--- config.mk ---
export PLATFORM = sky130hd
export DESIGN_NAME = dcpu16_marb_flat
export DESIGN_NICKNAME = d
export VERILOG_FILES = /design/src/rtl/dcpu16_marb_pkg.sv /design/src/rtl/dcpu16_marb_if.sv /design/src/rtl/dcpu16_marb_prio.sv /design/src/rtl/dcpu16_marb.sv /design/src/flat_wrapper.sv
export SDC_FILE = /design/constraint.sdc
export NUM_CORES = 1
export LEC_CHECK = 0
export BUFFER_PORTS_ARGS = -buffer_cell sky130_fd_sc_hd__buf_2
export CORE_MARGIN = 2
export CORE_UTILIZATION = 46
export DETAILED_ROUTE_END_ITERATION = 6
export HOLD_SLACK_MARGIN = 0.15
export PLACE_DENSITY = 0.81
export RECOVER_POWER = 100
export SYNTH_ARGS = -nofsm -noshare
export SYNTH_HDL_FRONTEND = slang
export SYNTH_HIERARCHICAL = 1
export SYNTH_SLANG_ARGS = --single-unit
--- constraint.sdc ---
create_clock -name clk -period 2.3 [get_ports clk]
set_clock_uncertainty 0.1 [all_clocks]
set_input_delay 0.345 -clock clk [delete_from_list [all_inputs] [get_ports clk]]
set_output_delay 0.345 -clock clk [all_outputs]
set_load 0.03 [all_outputs]
--- src/rtl/dcpu16_marb_pkg.sv ---
// dcpu16 memory arbiter: shared types and constants.
// Requester IDs, FSM states, grant bit positions.
package dcpu16_marb_pkg;

  localparam int DW = 16;
  localparam int AW = 16;

  typedef enum logic [1:0] {
    ARB,
    ACC,
    CAP,
    ACK
  } state_t;

  typedef enum logic [1:0] {
    REQ_NONE,
    REQ_F,
    REQ_G,
    REQ_X
  } req_t;

  localparam int GNT_F = 0;
  localparam int GNT_G = 1;
  localparam int GNT_X = 2;

  function automatic logic group_done(
    input logic f_stb,
    input logic g_stb,
    input logic sf,
    input logic sg
  );
    return (!f_stb || sf) && (!g_stb || sg)
        && (sf || sg);
  endfunction

endpackage

--- src/rtl/dcpu16_marb_if.sv ---
// dcpu16 memory arbiter: one requester bus.
// Strobe held until a 1-cycle ack pulse.
interface dcpu16_marb_if;
  import dcpu16_marb_pkg::*;

  logic [AW-1:0] adr;
  logic          stb;
  logic          wre;
  logic [DW-1:0] dto;
  logic [DW-1:0] dti;
  logic          ack;

  modport master (
    output adr, stb, wre, dto,
    input  dti, ack
  );

  modport slave (
    input  adr, stb, wre, dto,
    output dti, ack
  );

endinterface

--- src/rtl/dcpu16_marb_prio.sv ---
// dcpu16 memory arbiter: grant priority encoder.
// Starved X first, then unserved F, unserved G, then X.
module dcpu16_marb_prio
  import dcpu16_marb_pkg::*;
(
  input  logic       f_stb,
  input  logic       g_stb,
  input  logic       x_stb,
  input  logic       sf,
  input  logic       sg,
  input  logic       x_starved,
  output logic [2:0] gnt
);

  always_comb begin
    gnt = '0;
    priority case (1'b1)
      x_stb && x_starved: gnt[GNT_X] = 1'b1;
      f_stb && !sf:       gnt[GNT_F] = 1'b1;
      g_stb && !sg:       gnt[GNT_G] = 1'b1;
      x_stb:              gnt[GNT_X] = 1'b1;
      default:            gnt = '0;
    endcase
  end

endmodule

--- src/rtl/dcpu16_marb.sv ---
// dcpu16 memory arbiter: shares one sync RAM between
// CPU G/F buses and external X bus; CPU acks coalesced.
module dcpu16_marb
  import dcpu16_marb_pkg::*;
#(
  parameter int XWAIT_MAX = 8
) (
  input  logic          clk,
  input  logic          rst,
  dcpu16_marb_if.slave  g,
  dcpu16_marb_if.slave  f,
  dcpu16_marb_if.slave  x,
  output logic [AW-1:0] m_adr,
  output logic          m_en,
  output logic          m_wre,
  output logic [DW-1:0] m_dto,
  input  logic [DW-1:0] m_dti
);

  localparam int XW = $clog2(XWAIT_MAX + 1);

  state_t        state;
  req_t          owner;
  logic          sf, sg;
  logic [XW-1:0] xcnt;
  logic [DW-1:0] g_hold, f_hold, x_hold;
  logic          g_ack_q, f_ack_q, x_ack_q;
  logic [2:0]    gnt;
  logic          x_starved;
  logic          sf_nx, sg_nx;
  logic          done_nx;

  assign x_starved = xcnt >= XW'(XWAIT_MAX);

  dcpu16_marb_prio u_prio (
    .f_stb     (f.stb),
    .g_stb     (g.stb),
    .x_stb     (x.stb),
    .sf        (sf),
    .sg        (sg),
    .x_starved (x_starved),
    .gnt       (gnt)
  );

  // served bits as they will be after this cycle's capture
  always_comb begin
    sf_nx = sf;
    sg_nx = sg;
    if (state == CAP) begin
      if (owner == REQ_F) sf_nx = 1'b1;
      if (owner == REQ_G) sg_nx = 1'b1;
    end
  end

  assign done_nx = group_done(f.stb, g.stb,
                              sf_nx, sg_nx);

  always_ff @(posedge clk) begin
    if (rst) begin
      state   <= ARB;
      owner   <= REQ_NONE;
      sf      <= 1'b0;
      sg      <= 1'b0;
      xcnt    <= '0;
      g_hold  <= '0;
      f_hold  <= '0;
      x_hold  <= '0;
      g_ack_q <= 1'b0;
      f_ack_q <= 1'b0;
      x_ack_q <= 1'b0;
      m_adr   <= '0;
      m_en    <= 1'b0;
      m_wre   <= 1'b0;
      m_dto   <= '0;
    end else begin
      g_ack_q <= 1'b0;
      f_ack_q <= 1'b0;
      x_ack_q <= 1'b0;
      if (!x.stb) xcnt <= '0;
      unique case (state)
        ARB: begin
          if (|gnt) begin
            m_en  <= 1'b1;
            state <= ACC;
            unique case (1'b1)
              gnt[GNT_F]: begin
                m_adr <= f.adr;
                m_wre <= f.wre;
                m_dto <= f.dto;
                owner <= REQ_F;
              end
              gnt[GNT_G]: begin
                m_adr <= g.adr;
                m_wre <= g.wre;
                m_dto <= g.dto;
                owner <= REQ_G;
              end
              gnt[GNT_X]: begin
                m_adr <= x.adr;
                m_wre <= x.wre;
                m_dto <= x.dto;
                owner <= REQ_X;
              end
            endcase
          end else if (done_nx) begin
            state   <= ACK;
            f_ack_q <= sf && f.stb;
            g_ack_q <= sg && g.stb;
          end
          if (gnt[GNT_X])
            xcnt <= '0;
          else if (x.stb && !x_starved)
            xcnt <= xcnt + XW'(1);
        end
        ACC: begin
          m_en  <= 1'b0;
          state <= CAP;
        end
        CAP: begin
          if (!m_wre) begin
            case (owner)
              REQ_F:   f_hold <= m_dti;
              REQ_G:   g_hold <= m_dti;
              REQ_X:   x_hold <= m_dti;
              default: ;
            endcase
          end
          sf <= sf_nx;
          sg <= sg_nx;
          if (owner == REQ_X || done_nx) begin
            state   <= ACK;
            x_ack_q <= owner == REQ_X;
            f_ack_q <= done_nx && sf_nx && f.stb;
            g_ack_q <= done_nx && sg_nx && g.stb;
          end else begin
            state <= ARB;
          end
        end
        ACK: begin
          if (f_ack_q || g_ack_q) begin
            sf <= 1'b0;
            sg <= 1'b0;
          end
          owner <= REQ_NONE;
          state <= ARB;
        end
      endcase
    end
  end

  assign g.dti = g_hold;
  assign f.dti = f_hold;
  assign x.dti = x_hold;
  assign g.ack = g_ack_q;
  assign f.ack = f_ack_q;
  assign x.ack = x_ack_q;

endmodule

--- src/flat_wrapper.sv ---
// flat-port wrapper written by rule: the top's interface ports become plain ports
module dcpu16_marb_flat import dcpu16_marb_pkg::*;
#(
  parameter int XWAIT_MAX = 8
)
  (clk, rst, m_adr, m_en, m_wre, m_dto, m_dti, g_adr, g_stb, g_wre, g_dto, g_dti, g_ack, f_adr, f_stb, f_wre, f_dto, f_dti, f_ack, x_adr, x_stb, x_wre, x_dto, x_dti, x_ack);
  dcpu16_marb_if g_i ();
  dcpu16_marb_if f_i ();
  dcpu16_marb_if x_i ();
  input  logic clk;
  input  logic rst;
  output logic [AW-1:0] m_adr;
  output logic m_en;
  output logic m_wre;
  output logic [DW-1:0] m_dto;
  input  logic [DW-1:0] m_dti;
  input wire logic [$bits(g_i.adr)-1:0] g_adr;
  input wire logic [$bits(g_i.stb)-1:0] g_stb;
  input wire logic [$bits(g_i.wre)-1:0] g_wre;
  input wire logic [$bits(g_i.dto)-1:0] g_dto;
  output wire logic [$bits(g_i.dti)-1:0] g_dti;
  output wire logic [$bits(g_i.ack)-1:0] g_ack;
  input wire logic [$bits(f_i.adr)-1:0] f_adr;
  input wire logic [$bits(f_i.stb)-1:0] f_stb;
  input wire logic [$bits(f_i.wre)-1:0] f_wre;
  input wire logic [$bits(f_i.dto)-1:0] f_dto;
  output wire logic [$bits(f_i.dti)-1:0] f_dti;
  output wire logic [$bits(f_i.ack)-1:0] f_ack;
  input wire logic [$bits(x_i.adr)-1:0] x_adr;
  input wire logic [$bits(x_i.stb)-1:0] x_stb;
  input wire logic [$bits(x_i.wre)-1:0] x_wre;
  input wire logic [$bits(x_i.dto)-1:0] x_dto;
  output wire logic [$bits(x_i.dti)-1:0] x_dti;
  output wire logic [$bits(x_i.ack)-1:0] x_ack;
  assign g_i.adr = g_adr;
  assign g_i.stb = g_stb;
  assign g_i.wre = g_wre;
  assign g_i.dto = g_dto;
  assign g_dti = g_i.dti;
  assign g_ack = g_i.ack;
  assign f_i.adr = f_adr;
  assign f_i.stb = f_stb;
  assign f_i.wre = f_wre;
  assign f_i.dto = f_dto;
  assign f_dti = f_i.dti;
  assign f_ack = f_i.ack;
  assign x_i.adr = x_adr;
  assign x_i.stb = x_stb;
  assign x_i.wre = x_wre;
  assign x_i.dto = x_dto;
  assign x_dti = x_i.dti;
  assign x_ack = x_i.ack;
  dcpu16_marb #(.XWAIT_MAX(XWAIT_MAX)) u_core (.clk(clk), .rst(rst), .g(g_i), .f(f_i), .x(x_i), .m_adr(m_adr), .m_en(m_en), .m_wre(m_wre), .m_dto(m_dto), .m_dti(m_dti));
endmodule
# Word-level counts from Yosys, hierarchy flattened
# Index checks and enable logic that the tools add are counted.
# Widths: inputs -> output; s select.
[classes] add_sub_neg=1 magnitude_cmp=1 eq_ne=9 n_mux=40 bitwise=3 reduce_logical=35
[ops] cell="$pmux 16 s3" count=2
[ops] cell="$mux 1" count=21
[ops] cell="$mux 4" count=4
[ops] cell="$logic_and 1x1->1" count=12
[ops] cell="$pmux 1 s2" count=5
[ops] cell="$reduce_and 3->1" count=3
[ops] cell="$eq 2x2->1 const B" count=4
[ops] cell="$mux 2" count=4
[ops] cell="$pmux 2 s4" count=1
[ops] cell="$reduce_and 2->1" count=4
[ops] cell="$pmux 2 s3" count=1
[ops] cell="$reduce_bool 2->1" count=3
[ops] cell="$reduce_or 3->1" count=2
[ops] cell="$logic_not 1->1" count=5
[ops] cell="$logic_or 1x1->1" count=5
[ops] cell="$add 4x1->4 const B" count=1
[ops] cell="$eq 2x1->1 const B" count=2
[ops] cell="$ge 4x4->1 const B" count=1
[ops] cell="$ne 2x1->1 const B" count=2
[ops] cell="$pmux 2 s2" count=1
[ops] cell="$ne 3x1->1 const B" count=1
[ops] cell="$not 1->1" count=3
[ops] cell="$pmux 1 s3" count=1
[ops] cell="$logic_not 2->1" count=1
[word_totals] ff_bits=95 out_inout_bits=85

# Logic depth before layout (Yosys ltp)
# Gate-level depths: netlist of the first run.
[depth] ltp_word=10 ltp_mapped=10

# By module
# Netlist of the first run, hierarchy kept.
[modules_own_cells] module="dcpu16_marb" n_inst=1 cells_per_inst=481 area_per_inst_um2=3995.1
[modules_own_cells] module="dcpu16_marb_prio" n_inst=1 cells_per_inst=7 area_per_inst_um2=51.3

# Worst setup path before layout of the first run
# Ideal clock, no wire load.
[synth_path] path_kind="register to register" start="register u_core.sg" end="register u_core.m_wre" t_arrival_ps=1598 slack_ps=511 stages_incl_launch_ff=10 cell_sequence="dfxtp_1 > nand2b_4 > a21oi_2 > and2_1 > buf_2 > nor3_2 > nor3_2 > clkbuf_1 > nor2_1 > a311oi_1"
[synth_via] elab_chain_cells=7 elab_cells_between_ends=11
[synth_rtl] element="start, declared" line="dcpu16_marb.sv:24" source="logic sf, sg;"
[synth_rtl] element="start signal, assigned" line="dcpu16_marb.sv:129" source="sg <= sg_nx;"
[synth_rtl] element="$logic_not 1->1 *" line="dcpu16_marb_prio.sv:20" source="g_stb && !sg: gnt[GNT_G] = 1'b1;"
[synth_rtl] element="$logic_and 1x1->1 *" line="dcpu16_marb_prio.sv:20"
[synth_rtl] element="$mux 1 * (3 in a row)" line="dcpu16_marb_prio.sv:17" source="priority case (1'b1)"
[synth_rtl] element="via u_core.gnt[1]" line="dcpu16_marb.sv:28" source="logic [2:0] gnt;"
[synth_rtl] element="$reduce_or 3->1" line="dcpu16_marb.sv:82" source="if (|gnt) begin"
[synth_rtl] element="$reduce_and 2->1 (no line)"
[synth_rtl] element="end signal, assigned" line="dcpu16_marb.sv:88" source="m_wre <= f.wre;"
[synth_rtl] element="end signal, assigned" line="dcpu16_marb.sv:94" source="m_wre <= g.wre;"
[synth_rtl] element="end signal, assigned" line="dcpu16_marb.sv:100" source="m_wre <= x.wre;"
[synth_rtl] element="end, declared" line="dcpu16_marb.sv:15" source="output logic m_wre,"
# Mark *: on every way through the listed nets, which the timed path passes. The rest lies on a longest branch.
# A chain may end at the register's enable or synchronous reset.

# Worst setup path after layout of the first run
[layout_path] start="input f_stb" end="register u_core.m_adr[1]"
[layout_via] elab_chain_cells=5 elab_cells_between_ends=10
[layout_rtl] element="start, declared" line="flat_wrapper.sv:24" source="input wire logic [$bits(f_i.stb)-1:0] f_stb;"
[layout_rtl] element="$logic_and 1x1->1 *" line="dcpu16_marb_prio.sv:19" source="f_stb && !sf: gnt[GNT_F] = 1'b1;"
[layout_rtl] element="$mux 1 * (2 in a row)" line="dcpu16_marb_prio.sv:17"
[layout_rtl] element="via u_core.gnt[2]" line="dcpu16_marb.sv:28"
[layout_rtl] element="$reduce_or 3->1" line="dcpu16_marb.sv:82"
[layout_rtl] element="$reduce_and 2->1 (no line)"
[layout_rtl] element="end signal, assigned" line="dcpu16_marb.sv:87" source="m_adr <= f.adr;"
[layout_rtl] element="end signal, assigned" line="dcpu16_marb.sv:93" source="m_adr <= g.adr;"
[layout_rtl] element="end signal, assigned" line="dcpu16_marb.sv:99" source="m_adr <= x.adr;"
[layout_rtl] element="end, declared" line="dcpu16_marb.sv:13" source="output logic [AW-1:0] m_adr,"
# Marks and branches as above.

==> key figures, run 1 <==
Status
  – Status: completed

Routing
  – Total detailed-routing wirelength: 12,210 microns
  – DRT antenna net count: 0
  – Vias: 4,326
  – Number of detailed-route iterations in the first pass: 5
  – Average wire per cell in the routed design: 15.04 microns
  – Initial drt markers: 165
  – Via-to-Cell Ratio: 5.328
  – Number of design rule violations left after detail routing: 0

Timing
  – Final total negative setup slack: 0 ns
  – Maximum clock frequency: 0.4613 GHz
  – Max Transition Viols Final: 0
  – Fin Hold WS: 0.1606 ns
  – Worst slew pin tran: 0.7535 ns
  – Post-route clock period utilization: 94.26%
  – Headroom to the max-slew limit: 49.76%
  – Finish-stage setup viols: 0
  – RSZ-0062 raised after global routing: false
  – Final Critical Period: 2.168 ns
  – Final-report hold violation count: 0

Yosys
  – Post-synth EDFFs: 0
  – Simple logic cell fraction of the synthesized area: 22.42%
  – Dominant combinational cell family by area after synthesis: compound AO/OA/AOI/OAI gates
  – Post-synthesis async set-or-reset flop share: 0%
  – Post-synthesis mux area share: 0.2474%
  – Leading post-synthesis cells by instance count: sky130_fd_sc_hd__nand2_1 (126), sky130_fd_sc_hd__dfxtp_1 (95), sky130_fd_sc_hd__nor2_1 (46), sky130_fd_sc_hd__a21oi_1 (43)
  – Mean Syn Cell Area: 8.292 sq um
  – Cell taking the most area after synthesis: sky130_fd_sc_hd__dfxtp_1
  – Most frequent cell after synthesis: sky130_fd_sc_hd__nand2_1
  – Synthesized netlist cell count: 488
  – Mapped Area: 4046 sq um
  – Synth top area cells: sky130_fd_sc_hd__dfxtp_1 (47%), sky130_fd_sc_hd__nand2_1 (12%), sky130_fd_sc_hd__a311oi_1 (7.1%), sky130_fd_sc_hd__a22oi_1 (6.1%), sky130_fd_sc_hd__a21oi_1 (5.3%)
  – Xor-xnor portion of the synthesized cell area: 0.4329%
  – Flip-flop and latch count after synthesis: 95
  – Yosys cell types: 45
  – Predominant post-synthesis flop cell: sky130_fd_sc_hd__dfxtp_1
  – Proportion of synthesized chip area in sequential cells: 47.00%
  – Compound-Gate Fraction of Synth Area: 23.72%
  – Adder-cell share of the synthesized area: 0.6184%
  – Warning count from the yosys run: 6
  – Mapped Nets: 610
  – Proportion of netlist area held by the largest area contributor: 47.00%

Pwr
  – Comb power frac: 24.3%
  – Sw frac: 34.20%
  – Proportion of power drawn by flip-flops and latches: 48.5%
  – Switching power: 1.320 mW
  – Leak Pwr: 2.098 nW
  – Peak supply drop: 331.5 uV
  – Power density of the placed cells: 711.3 nW/um^2
  – Internal power component: 2.539 mW
  – Share of power burned in the clock network: 27.2%

Place
  – Detail Placement HPWL: 8812 microns
  – Last weighted congestion value of the routability-driven placer: 0.8425
  – Buffers added on ports: 204
  – Cell Count Post-Placement: 773

Final layout
  – Layout Area Growth over Synthesis: 34.08%
  – Final design utilization: 62.82%
  – Final Instance Count excl. Fillers: 812
  – Share of layout cells above drive strength 1: 24.64%
  – Final-stage net count: 819

Die
  – Initial standard-cell utilization of the core: 46.86%
  – Die extent in x: 97.79 microns
  – Num ports: 205
  – Die height: 97.79 microns
  – DIE AREA: 9563 sq um
  – Number of placement rows: 34
  – Core footprint: 8636 sq um

Clocking
  – Number of buffers inserted by post-CTS setup repair: 0
  – Total clock sinks: 95
  – TritonCTS clock tree: built
  – H-tree depth: 3
  – Worst-skew pair later-pin latency: 0.34 ns
  – Bufs on Longest Clock Path: 2
  – Library cell used as clock root buffer: sky130_fd_sc_hd__clkbuf_8
  – Total CTS buffers: 9
  – Clock transition time at the flip-flop clock pins of the worst setup and hold paths: 0.10 ns

Critical path
  – Launch instance of the worst register-to-register path: u_core/state[1]$_SDFFE_PP0P_
  – Crit path required time: 2.45 ns
  – WS Path Type: in -> reg
  – Worst Reg2Reg Path Length in Cells: 4
  – Crit Reg-Reg Endpoint: u_core/f.dti[13]$_SDFFE_PP0P_
  – Arrival time at the worst endpoint: 2.32 ns
  – Slack of the worst reg-to-reg path: 0.18 ns
  – Largest fanout on the critical path: 24
  – Type of destination of the critical path: flop
  – Kind of start point of the critical path: primary input

Global routing
  – Via count of the first global-routing pass: 4,205
  – Global Route met3 Usage: 5.440%
  – Wire length of the first global-routing pass: 19,530 microns
  – Number of antenna violations at the first check in global routing: 2
  – Met2 Resource Use GR: 42.60%
  – Most congested layer reported by global routing: met2
  – Remaining global-route overflow: 0
  – Global-route met1 utilization: 30.31%
  – Pin count of the biggest net entering global routing: 68
  – GR Util All Layers: 24.83%

Worst hold path
  – Worst min-delay path startpoint: f_dto[14]
  – Hold Path End: u_core/m_dto[14]$_SDFFE_PP0P_
  – Worst hold path stage count: 3
  – Worst min-delay path class: in -> reg

Run
  – Total of max-cap violations: 0
[layer usage]
layer	routed length, microns	part of all wire (%)
met3	945	7.7
met1	4857	40
met5	0	0
met2	6154	50
met4	256	2.1
[cell usage in the layout, fill, tap and decap left out, types with 2 or more instances in the layout]
cell and n:
sky130_fd_sc_hd__nand2_1 127, sky130_fd_sc_hd__buf_2 119, sky130_fd_sc_hd__dfxtp_1 95, sky130_fd_sc_hd__clkbuf_1 86
sky130_fd_sc_hd__a21oi_1 48, sky130_fd_sc_hd__nor2_1 45, sky130_fd_sc_hd__a22oi_1 33, sky130_fd_sc_hd__a311oi_1 33
sky130_fd_sc_hd__dlygate4sd3_1 21, sky130_fd_sc_hd__clkbuf_8 10, sky130_fd_sc_hd__nand2_2 9, sky130_fd_sc_hd__buf_4 9
sky130_fd_sc_hd__a21oi_2 6, sky130_fd_sc_hd__inv_1 4, sky130_fd_sc_hd__o21ai_0 4, sky130_fd_sc_hd__nand2b_1 4
sky130_fd_sc_hd__clkinvlp_4 3, sky130_fd_sc_hd__diode_2 2, sky130_fd_sc_hd__inv_8 2, sky130_fd_sc_hd__nor3_2 2
sky130_fd_sc_hd__nor2b_1 2, sky130_fd_sc_hd__nor3_1 2, sky130_fd_sc_hd__o211ai_1 2, sky130_fd_sc_hd__or3_1 2
sky130_fd_sc_hd__a211oi_1 2, sky130_fd_sc_hd__ha_1 2, sky130_fd_sc_hd__buf_12 2, sky130_fd_sc_hd__buf_6 2
[through the flow]
step                power (mW)  cell area (sq um)  setup slack [ns]
floorplan                2.506               4046            0.5111
global placement         2.815               5140            0.3726
detailed placement       2.842               5140            0.3197
CTS                      3.906               5542           0.09802
global route             4.048               5425           0.01868
finish                   3.859               5425            0.1320
[worst max-delay path, cell delays in order]
cell,delay [ns]
sky130_fd_sc_hd__dlygate4sd3_1,0.53
sky130_fd_sc_hd__buf_2,0.14
sky130_fd_sc_hd__nand2b_1,0.12
sky130_fd_sc_hd__a21oi_1,0.09
sky130_fd_sc_hd__nor2b_2,0.15
sky130_fd_sc_hd__buf_4,0.24
sky130_fd_sc_hd__buf_6,0.24
sky130_fd_sc_hd__a22oi_1,0.15
sky130_fd_sc_hd__a311oi_1,0.29
[worst max-delay path by stage]
stage               cells past startpoint  slack, ns                         start                       endpoint
floorplan                               9       0.51        u_core/sg$_SDFFE_PP0P_      u_core/m_wre$_SDFFE_PP0P_
global placement                        9       0.37                         f_stb   u_core/m_adr[4]$_SDFFE_PP0P_
detailed placement                      8       0.32                         f_stb  u_core/m_dto[14]$_SDFFE_PP0P_
CTS                                     9        0.1                         f_stb   u_core/m_adr[1]$_SDFFE_PP0P_
global route                            4       0.02  u_core/state[0]$_SDFFE_PP0P_  u_core/f.dti[13]$_SDFFE_PP0P_
finish                                  9       0.13                         f_stb   u_core/m_adr[1]$_SDFFE_PP0P_
[layout make-up]
cell class              instances  area, sq um
fillers                       777         3211
multi-input cells             347         1912
flip-flops and latches         95         1902
repair buffers                239         1259
clock buffers                  10        137.6
well taps                     108        135.1
clock inverters                 6        53.80
inverters                       5        21.27
diodes                          2        5.005
[power groups by stage]
stage	combinational, mW	sequential, mW	clock, mW
after CTS	0.970	1.87	1.07
after detailed placement	0.941	1.90	0
final	0.938	1.87	1.05
after global placement	0.915	1.90	0
after global routing	1.02	1.89	1.13
after floorplan	0.408	2.10	0
[sequential cells by signal (all words and copies together) (netlist names), 2 cells and up]
name	count
u_core/g.dti	16
u_core/f.dti	16
u_core/owner	2
u_core/state	2
u_core/x.dti	16
u_core/xcnt	4
u_core/m_dto	16
u_core/m_adr	16
[repair_timing]
item | CTS | global route
resized for setup | 0 | 5
hold buffers | 21 | 0
hold endpoints to repair | 39 | 0
setup endpoints to repair | 0 | 3
[kinds of logic after synthesis]
logic type,after synthesis
AOI/OAI and AO/OA,136
xor gates and xnor gates,2
adders and majority gates,2
buffers and inverters,46
DFF,95
muxes,1
and+or+nand+nor,206
Power figures use the tool's default switching activity.
==> run 2, diff against run 1 <==
--- a/config.mk
+++ b/config.mk
@@ -11,7 +11,6 @@
 export DETAILED_ROUTE_END_ITERATION = 6
 export HOLD_SLACK_MARGIN = 0.15
 export PLACE_DENSITY = 0.81
-export RECOVER_POWER = 100
 export SYNTH_ARGS = -nofsm -noshare
 export SYNTH_HDL_FRONTEND = slang
 export SYNTH_HIERARCHICAL = 1
==> constraint.sdc (replaced) <==
create_clock -name clk -period 2.3 [get_ports clk]
set_clock_uncertainty 0.1 [all_clocks]
set_input_delay 0.115 -clock clk [delete_from_list [all_inputs] [get_ports clk]]
set_output_delay 0.115 -clock clk [all_outputs]
set_load 0.03 [all_outputs]
==> run 2 against run 1 <==
Combinational power up 28%. Power up 11%. Die area unchanged. Critical path depth down 2. Design area up 22%. Utilization up 14 points. Clock-buffer cell count down 1. Non-clock buffer count up 99. Hold slack better by 0.20 ns. Global-route usage up 8.2 points. Maximum frequency down 4.1%. Critical path type is now reg -> reg. Critical endpoint is now u_core/m_dto[0]$_SDFFE_PP0P_. Largest cell class is now non-clock buffers.
==> key figures, run 2 (synthesis gave the netlist of run 1 again) <==
Routing
  – DRT antenna net count: 0 (unchanged)
  – Average wire per cell in the routed design: 18.03 microns (+20%)
  – Number of detailed-route iterations in the first pass: 5 (unchanged)
  – Total detailed-routing wirelength: 16,410 microns (+34%)
  – Number of design rule violations left after detail routing: 0 (unchanged)
  – Vias: 5,112 (+18%)
  – Initial drt markers: 299 (+81%)
  – Via-to-Cell Ratio: 5.618 (+5.4%)

Timing
  – Post-route clock period utilization: 98.30% (+4.0 points)
  – Headroom to the max-slew limit: 57.92% (+8.2 points)
  – Final-report hold violation count: 0 (unchanged)
  – Max Transition Viols Final: 0 (unchanged)
  – Final worst setup slack: 0.03909 ns (-0.09290 ns)
  – Final Critical Period: 2.261 ns (+0.09290 ns)
  – Final total negative setup slack: 0 ns (unchanged)
  – Maximum clock frequency: 0.4423 GHz (-4.1%)
  – Finish-stage setup viols: 0 (unchanged)
  – Worst slew pin tran: 0.6313 ns (-0.1223 ns)
  – RSZ-0062 raised after global routing: false

Global routing
  – Wire length of the first global-routing pass: 25,610 microns (+31%)
  – Global-route met1 utilization: 38.51% (+8.2 points)
  – Remaining global-route overflow: 0 (unchanged)
  – GR Util All Layers: 33.03% (+8.2 points)
  – Number of antenna violations at the first check in global routing: 1 (-1)
  – Via count of the first global-routing pass: 5,156 (+23%)
  – Met2 Resource Use GR: 53.53% (+11 points)
  – Pin count of the biggest net entering global routing: 68 (unchanged)
  – Global Route met3 Usage: 9.449% (+4.0 points)
  – Most congested layer reported by global routing: met2

Critical path
  – Type of destination of the critical path: flop
  – Kind of start point of the critical path: flop
  – Worst Reg2Reg Path Length in Cells: 7 (+3)
  – Slowest cell on the critical path: sky130_fd_sc_hd__dlygate4sd3_1
  – Largest fanout on the critical path: 11 (-54%)
  – Stages on worst setup path: 7 (-2)
  – WS Path Type: reg -> reg
  – WP buf/inv: 2 (-2)
  – Cell family contributing the most delay on the critical path: buffers and inverters
  – Crit path required time: 2.44 ns (about the same)
  – Cell chain of the critical path: nand2b_4, a21oi_2, nor2b_4, clkbuf_16, a22oi_1, dlygate4sd3_1, a311oi_1
  – Arrival time at the worst endpoint: 2.40 ns (+0.08 ns)
  – Crit-path max cell delay: 0.59 ns (+0.06 ns)

Worst hold path
  – Worst hold path stage count: 2 (-1)
  – Worst min-delay path class: reg -> reg

Final layout
  – Most frequent standard cell in the layout excluding fill and tap cells: sky130_fd_sc_hd__buf_2
  – Most frequent cells in the layout: sky130_fd_sc_hd__buf_2 (204), sky130_fd_sc_hd__nand2_1 (126), sky130_fd_sc_hd__dlygate4sd3_1 (120)
  – Share of layout cells above drive strength 1: 33.83% (+9.2 points)
  – Final design area excluding fillers: 6630 sq um (+22%)
  – Reg area: 1903 sq um (about the same)
  – Final design utilization: 76.77% (+14 points)
  – Final-stage net count: 918 (+12%)
  – Fillers: 596 (-23%)
  – Layout Area Growth over Synthesis: 63.85%
  – Area of combinational cells with multiple inputs: 1967 sq um (+2.9%)

Pwr
  – Peak supply drop: 438.9 uV (+32%)
  – Power Total: 4.291 mW (+11%)
  – Power density of the placed cells: 647.2 nW/um^2 (-9.0%)
  – Leak Pwr: 2.875 nW (+37%)

Die
  – Die height: 97.79 microns (unchanged)
  – Initial standard-cell utilization of the core: 46.86% (unchanged)
  – Core footprint: 8636 sq um (unchanged)
  – DIE AREA: 9563 sq um (unchanged)
  – Num ports: 205 (unchanged)
  – Number of placement rows: 34 (unchanged)
  – Die extent in x: 97.79 microns (unchanged)

Clocking
  – Number of buffers inserted by post-CTS setup repair: 0 (unchanged)
  – TritonCTS clock tree: built
  – Clock transition time at the flip-flop clock pins of the worst setup and hold paths: 0.10 ns (about the same)
  – Library cell used as clock root buffer: sky130_fd_sc_hd__clkbuf_8
  – Total CTS buffers: 9 (unchanged)
  – Bufs on Longest Clock Path: 2 (unchanged)
  – Total clock sinks: 95 (unchanged)
  – H-tree depth: 3 (unchanged)
  – Worst-skew pair later-pin latency: 0.34 ns (about the same)

Place
  – Buffers added on ports: 204 (unchanged)
  – Last weighted congestion value of the routability-driven placer: 0.8799 (+4.4%)
  – Detail Placement HPWL: 8942 microns (+1.5%)
  – Placement-stage cell area: 5120 sq um (-0.39%)
  – Worst Setup Slack post-DPL: 0.3638 ns (+0.04408 ns)

Status
  – Status: completed

Run
  – Total of max-cap violations: 0 (unchanged)
## run 2: worst reg2reg max path, cell delays in order, from the launching register on
cell                            delay (ns)
sky130_fd_sc_hd__dfxtp_1              0.39
sky130_fd_sc_hd__nand2b_4             0.16
sky130_fd_sc_hd__a21oi_2              0.07
sky130_fd_sc_hd__nor2b_4              0.22
sky130_fd_sc_hd__clkbuf_16            0.21
sky130_fd_sc_hd__a22oi_1              0.08
sky130_fd_sc_hd__dlygate4sd3_1        0.59
sky130_fd_sc_hd__a311oi_1             0.33
## run 2: path summary, 6_finish.rpt
check / start / end / slack (ns)
min: u_core/f.dti[3]$_SDFFE_PP0P_ / u_core/f.dti[3]$_SDFFE_PP0P_ / 0.36
max: u_core/sf$_SDFFE_PP0P_ / u_core/m_dto[0]$_SDFFE_PP0P_ / 0.04
min reg2reg: u_core/f.dti[3]$_SDFFE_PP0P_ / u_core/f.dti[3]$_SDFFE_PP0P_ / 0.36
max reg2reg: u_core/sf$_SDFFE_PP0P_ / u_core/m_dto[0]$_SDFFE_PP0P_ / 0.04
## run 2: cell type report
type                            instances  share of cell area (%)
Multi-Input combinational cell        347                   29.67
Inverter                                5                  0.3208
Clock buffer                            9                   1.868
Antenna cell                            1                 0.03774
Clock inverter                          7                   1.434
Tap cell                              108                   2.038
Sequential cell                        95                   28.70
Timing Repair Buffer                  338                   35.93
## run 2: report_power, final
part / total (mW) / internal [mW] / switching (mW)
logic: 1.20 / 0.485 / 0.720
registers: 1.88 / 1.77 / 0.106
clock network: 1.21 / 0.615 / 0.594
## run 2: what timing repair did
action / 4_1_cts / 5_1_grt
gates resized for setup: 0 / 14
hold buffers: 120 / 0
setup endpoints to repair: 0 / 18
endpoints found under the hold margin: 89 / 0
## run 2: metrics by stage
stage,std cells,hold WS (ns)
after global placement,772,0.2604
after detailed placement,772,0.2502
after floorplan,488,0.1086
after global routing,910,0.3808
after CTS,908,0.3603
final,910,0.3564
## run 2: metal layers
layer	up-vias	routed length, microns
li1	2317	-
met1	2348	6049
met2	355	7748
met3	92	1618
met4	0	993
met5	-	0
==> run 3, diff against run 2 <==
--- a/config.mk
+++ b/config.mk
@@ -10,7 +10,8 @@
 export CORE_UTILIZATION = 46
 export DETAILED_ROUTE_END_ITERATION = 6
 export HOLD_SLACK_MARGIN = 0.15
-export PLACE_DENSITY = 0.81
+export PLACE_DENSITY_LB_ADDON = 0.12
+export REMOVE_ABC_BUFFERS = 1
 export SYNTH_ARGS = -nofsm -noshare
 export SYNTH_HDL_FRONTEND = slang
 export SYNTH_HIERARCHICAL = 1
==> run 3 against run 2 <==
Maximum frequency increased by 1.2%. Hold slack is essentially flat. Cell count decreased by 0.11%. Die area is the same. Sequential share of layout area grew 0.12 points. Sequential power is essentially flat. First-iteration DRC count grew 0.67%. Wire length decreased by 5.2%. Clock power shrank 12%. Flip-flop and latch count did not move.
==> key figures, run 3 (synthesis gave the netlist of run 1 again) <==
Clocking
  – Worst-skew pair later-pin latency: 0.36 ns (+0.02 ns)
  – Total CTS buffers: 9 (unchanged)
  – Bufs on Longest Clock Path: 2 (unchanged)
  – TritonCTS clock tree: built
  – Total clock sinks: 95 (unchanged)
  – Library cell used as clock root buffer: sky130_fd_sc_hd__clkbuf_8
  – Clock transition time at the flip-flop clock pins of the worst setup and hold paths: 0.10 ns (about the same)
  – H-tree depth: 3 (unchanged)

Timing
  – Worst slew pin tran: 0.7485 ns (+0.1172 ns)
  – Max Transition Viols Final: 0 (unchanged)
  – Post-route clock period utilization: 97.16% (-1.1 points)
  – Maximum clock frequency: 0.4475 GHz (+1.2%)
  – Finish-stage setup viols: 0 (unchanged)
  – Headroom to the max-slew limit: 50.10% (-7.8 points)
  – Final total negative setup slack: 0 ns (unchanged)
  – Final-report hold violation count: 0 (unchanged)
  – Final Critical Period: 2.235 ns (-0.02624 ns)

Global routing
  – GR Util All Layers: 31.80% (-1.2 points)
  – Wire length of the first global-routing pass: 24,550 microns (-4.1%)
  – Via count of the first global-routing pass: 5,084 (-1.4%)
  – Number of antenna violations at the first check in global routing: 0 (-1)
  – Pin count of the biggest net entering global routing: 46 (-32%)
  – Remaining global-route overflow: 0 (unchanged)

Routing
  – Vias: 5,011 (-2.0%)
  – Met3 wire len: 1399 microns (-14%)
  – Number of detailed-route iterations in the first pass: 5 (unchanged)
  – Via-to-Cell Ratio: 5.513 (-1.9%)
  – Met2 wire len: 7353 microns (-5.1%)
  – Average wire per cell in the routed design: 17.11 microns (-5.1%)
  – Total detailed-routing wirelength: 15,550 microns (-5.2%)
  – Initial drt markers: 301 (+0.67%)
  – Max layer used: met4
  – Number of design rule violations left after detail routing: 0 (unchanged)
  – DRT antenna net count: 0 (unchanged)
  – Met1 routed wirelength after detailed routing: 5977 microns (-1.2%)

Run
  – Total of max-cap violations: 0 (unchanged)

Final layout
  – Count of inserted antenna diode cells: 0 (-1)
  – Most frequent cells in the layout: sky130_fd_sc_hd__buf_2 (204), sky130_fd_sc_hd__nand2_1 (126), sky130_fd_sc_hd__dlygate4sd3_1 (120)
  – Fillers: 594 (-0.34%)
  – Most frequent standard cell in the layout excluding fill and tap cells: sky130_fd_sc_hd__buf_2
  – Layout Area Growth over Synthesis: 63.08%
  – Share of layout cells above drive strength 1: 33.46% (-0.37 points)
  – Final design utilization: 76.41% (-0.36 points)
  – Final-stage net count: 918 (unchanged)
  – Final design area excluding fillers: 6599 sq um (-0.47%)

Die
  – Die height: 97.79 microns (unchanged)
  – Number of placement rows: 34 (unchanged)
  – Initial standard-cell utilization of the core: 46.86% (unchanged)
  – Core footprint: 8636 sq um (unchanged)
  – Die extent in x: 97.79 microns (unchanged)
  – DIE AREA: 9563 sq um (unchanged)
  – Num ports: 205 (unchanged)

Critical path
  – WS Path Type: reg -> reg
  – Arrival time at the worst endpoint: 2.37 ns (-0.03 ns)
  – Type of destination of the critical path: flop
  – Kind of start point of the critical path: flop
  – Crit path required time: 2.43 ns (about the same)
  – Largest fanout on the critical path: 36 (+25)

Place
  – Detail Placement HPWL: 8752 microns (-2.1%)
  – Placement-stage cell area: 5162 sq um (+0.83%)
  – Last weighted congestion value of the routability-driven placer: 0.8835 (+0.41%)
  – Buffers added on ports: 204 (unchanged)

Pwr
  – Peak supply drop: 379.8 uV (-13%)
  – Leak Pwr: 2.880 nW (+0.19%)
  – Power density of the placed cells: 627.3 nW/um^2 (-3.1%)

Worst hold path
  – Worst min-delay path class: reg -> reg

Status
  – Status: completed
[run 3: repair_timing]
item,in CTS,in global routing
buffers inserted,0,1
hold buffers,120,0
setup endpoints to repair,0,7
resized for setup,0,10
hold endpoints to repair,90,0
[run 3: final cells by class]
type	instances	area, sq um	area share, %
timing repair buffer	338	2402	36.40
multi-input combinational	347	1953	29.60
sequential	95	1902	28.82
tap	108	135.1	2.048
clock buffer	9	123.9	1.877
clock inverter	7	61.31	0.9291
inverter	5	21.27	0.3223
[run 3: path summary, 6_finish.rpt]
kind,startpoint,end,slack [ns],cells past startpoint
max,u_core/sf$_SDFFE_PP0P_,u_core/m_adr[6]$_SDFFE_PP0P_,0.07,7
min,u_core/g.dti[14]$_SDFFE_PP0P_,u_core/g.dti[14]$_SDFFE_PP0P_,0.36,2
max reg2reg,u_core/sf$_SDFFE_PP0P_,u_core/m_adr[6]$_SDFFE_PP0P_,0.07,7
min reg2reg,u_core/g.dti[14]$_SDFFE_PP0P_,u_core/g.dti[14]$_SDFFE_PP0P_,0.36,2
[run 3: layer usage]
| layer | track usage, % | vias to the layer above |
|---|---|---|
| met5 | 0 | - |
| met4 | 17.95 | 0 |
| met3 | 6.943 | 82 |
| met2 | 54.06 | 327 |
| met1 | 37.18 | 2287 |
| li1 | - | 2315 |
[run 3: per-stage QoR]
stage	hold slack, ns	instances	total power, mW	setup slack, ns
after CTS	0.3569	908	4.071	0.02804
final	0.3565	909	4.139	0.06534
after global placement	0.2554	772	2.846	0.4679
after detailed placement	0.2540	772	2.866	0.3338
after global routing	0.3779	909	4.302	-0.009602
after floorplan	0.07744	447	2.462	-2.157
[run 3: power by group]
part	internal [mW]	leakage [nW]	switching, mW
clock	0.415	0.0888	0.646
sequential	1.77	0.775	0.0950
combinational	0.498	2.02	0.715
[run 3: critical path, cell delays in order (launching register included)]
cell	delay [ns]
sky130_fd_sc_hd__dfxtp_1	0.34
sky130_fd_sc_hd__nand2b_1	0.18
sky130_fd_sc_hd__a21oi_1	0.33
sky130_fd_sc_hd__nor3_4	0.09
sky130_fd_sc_hd__nor3_4	0.32
sky130_fd_sc_hd__buf_12	0.26
sky130_fd_sc_hd__nor2_1	0.09
sky130_fd_sc_hd__a311oi_1	0.39
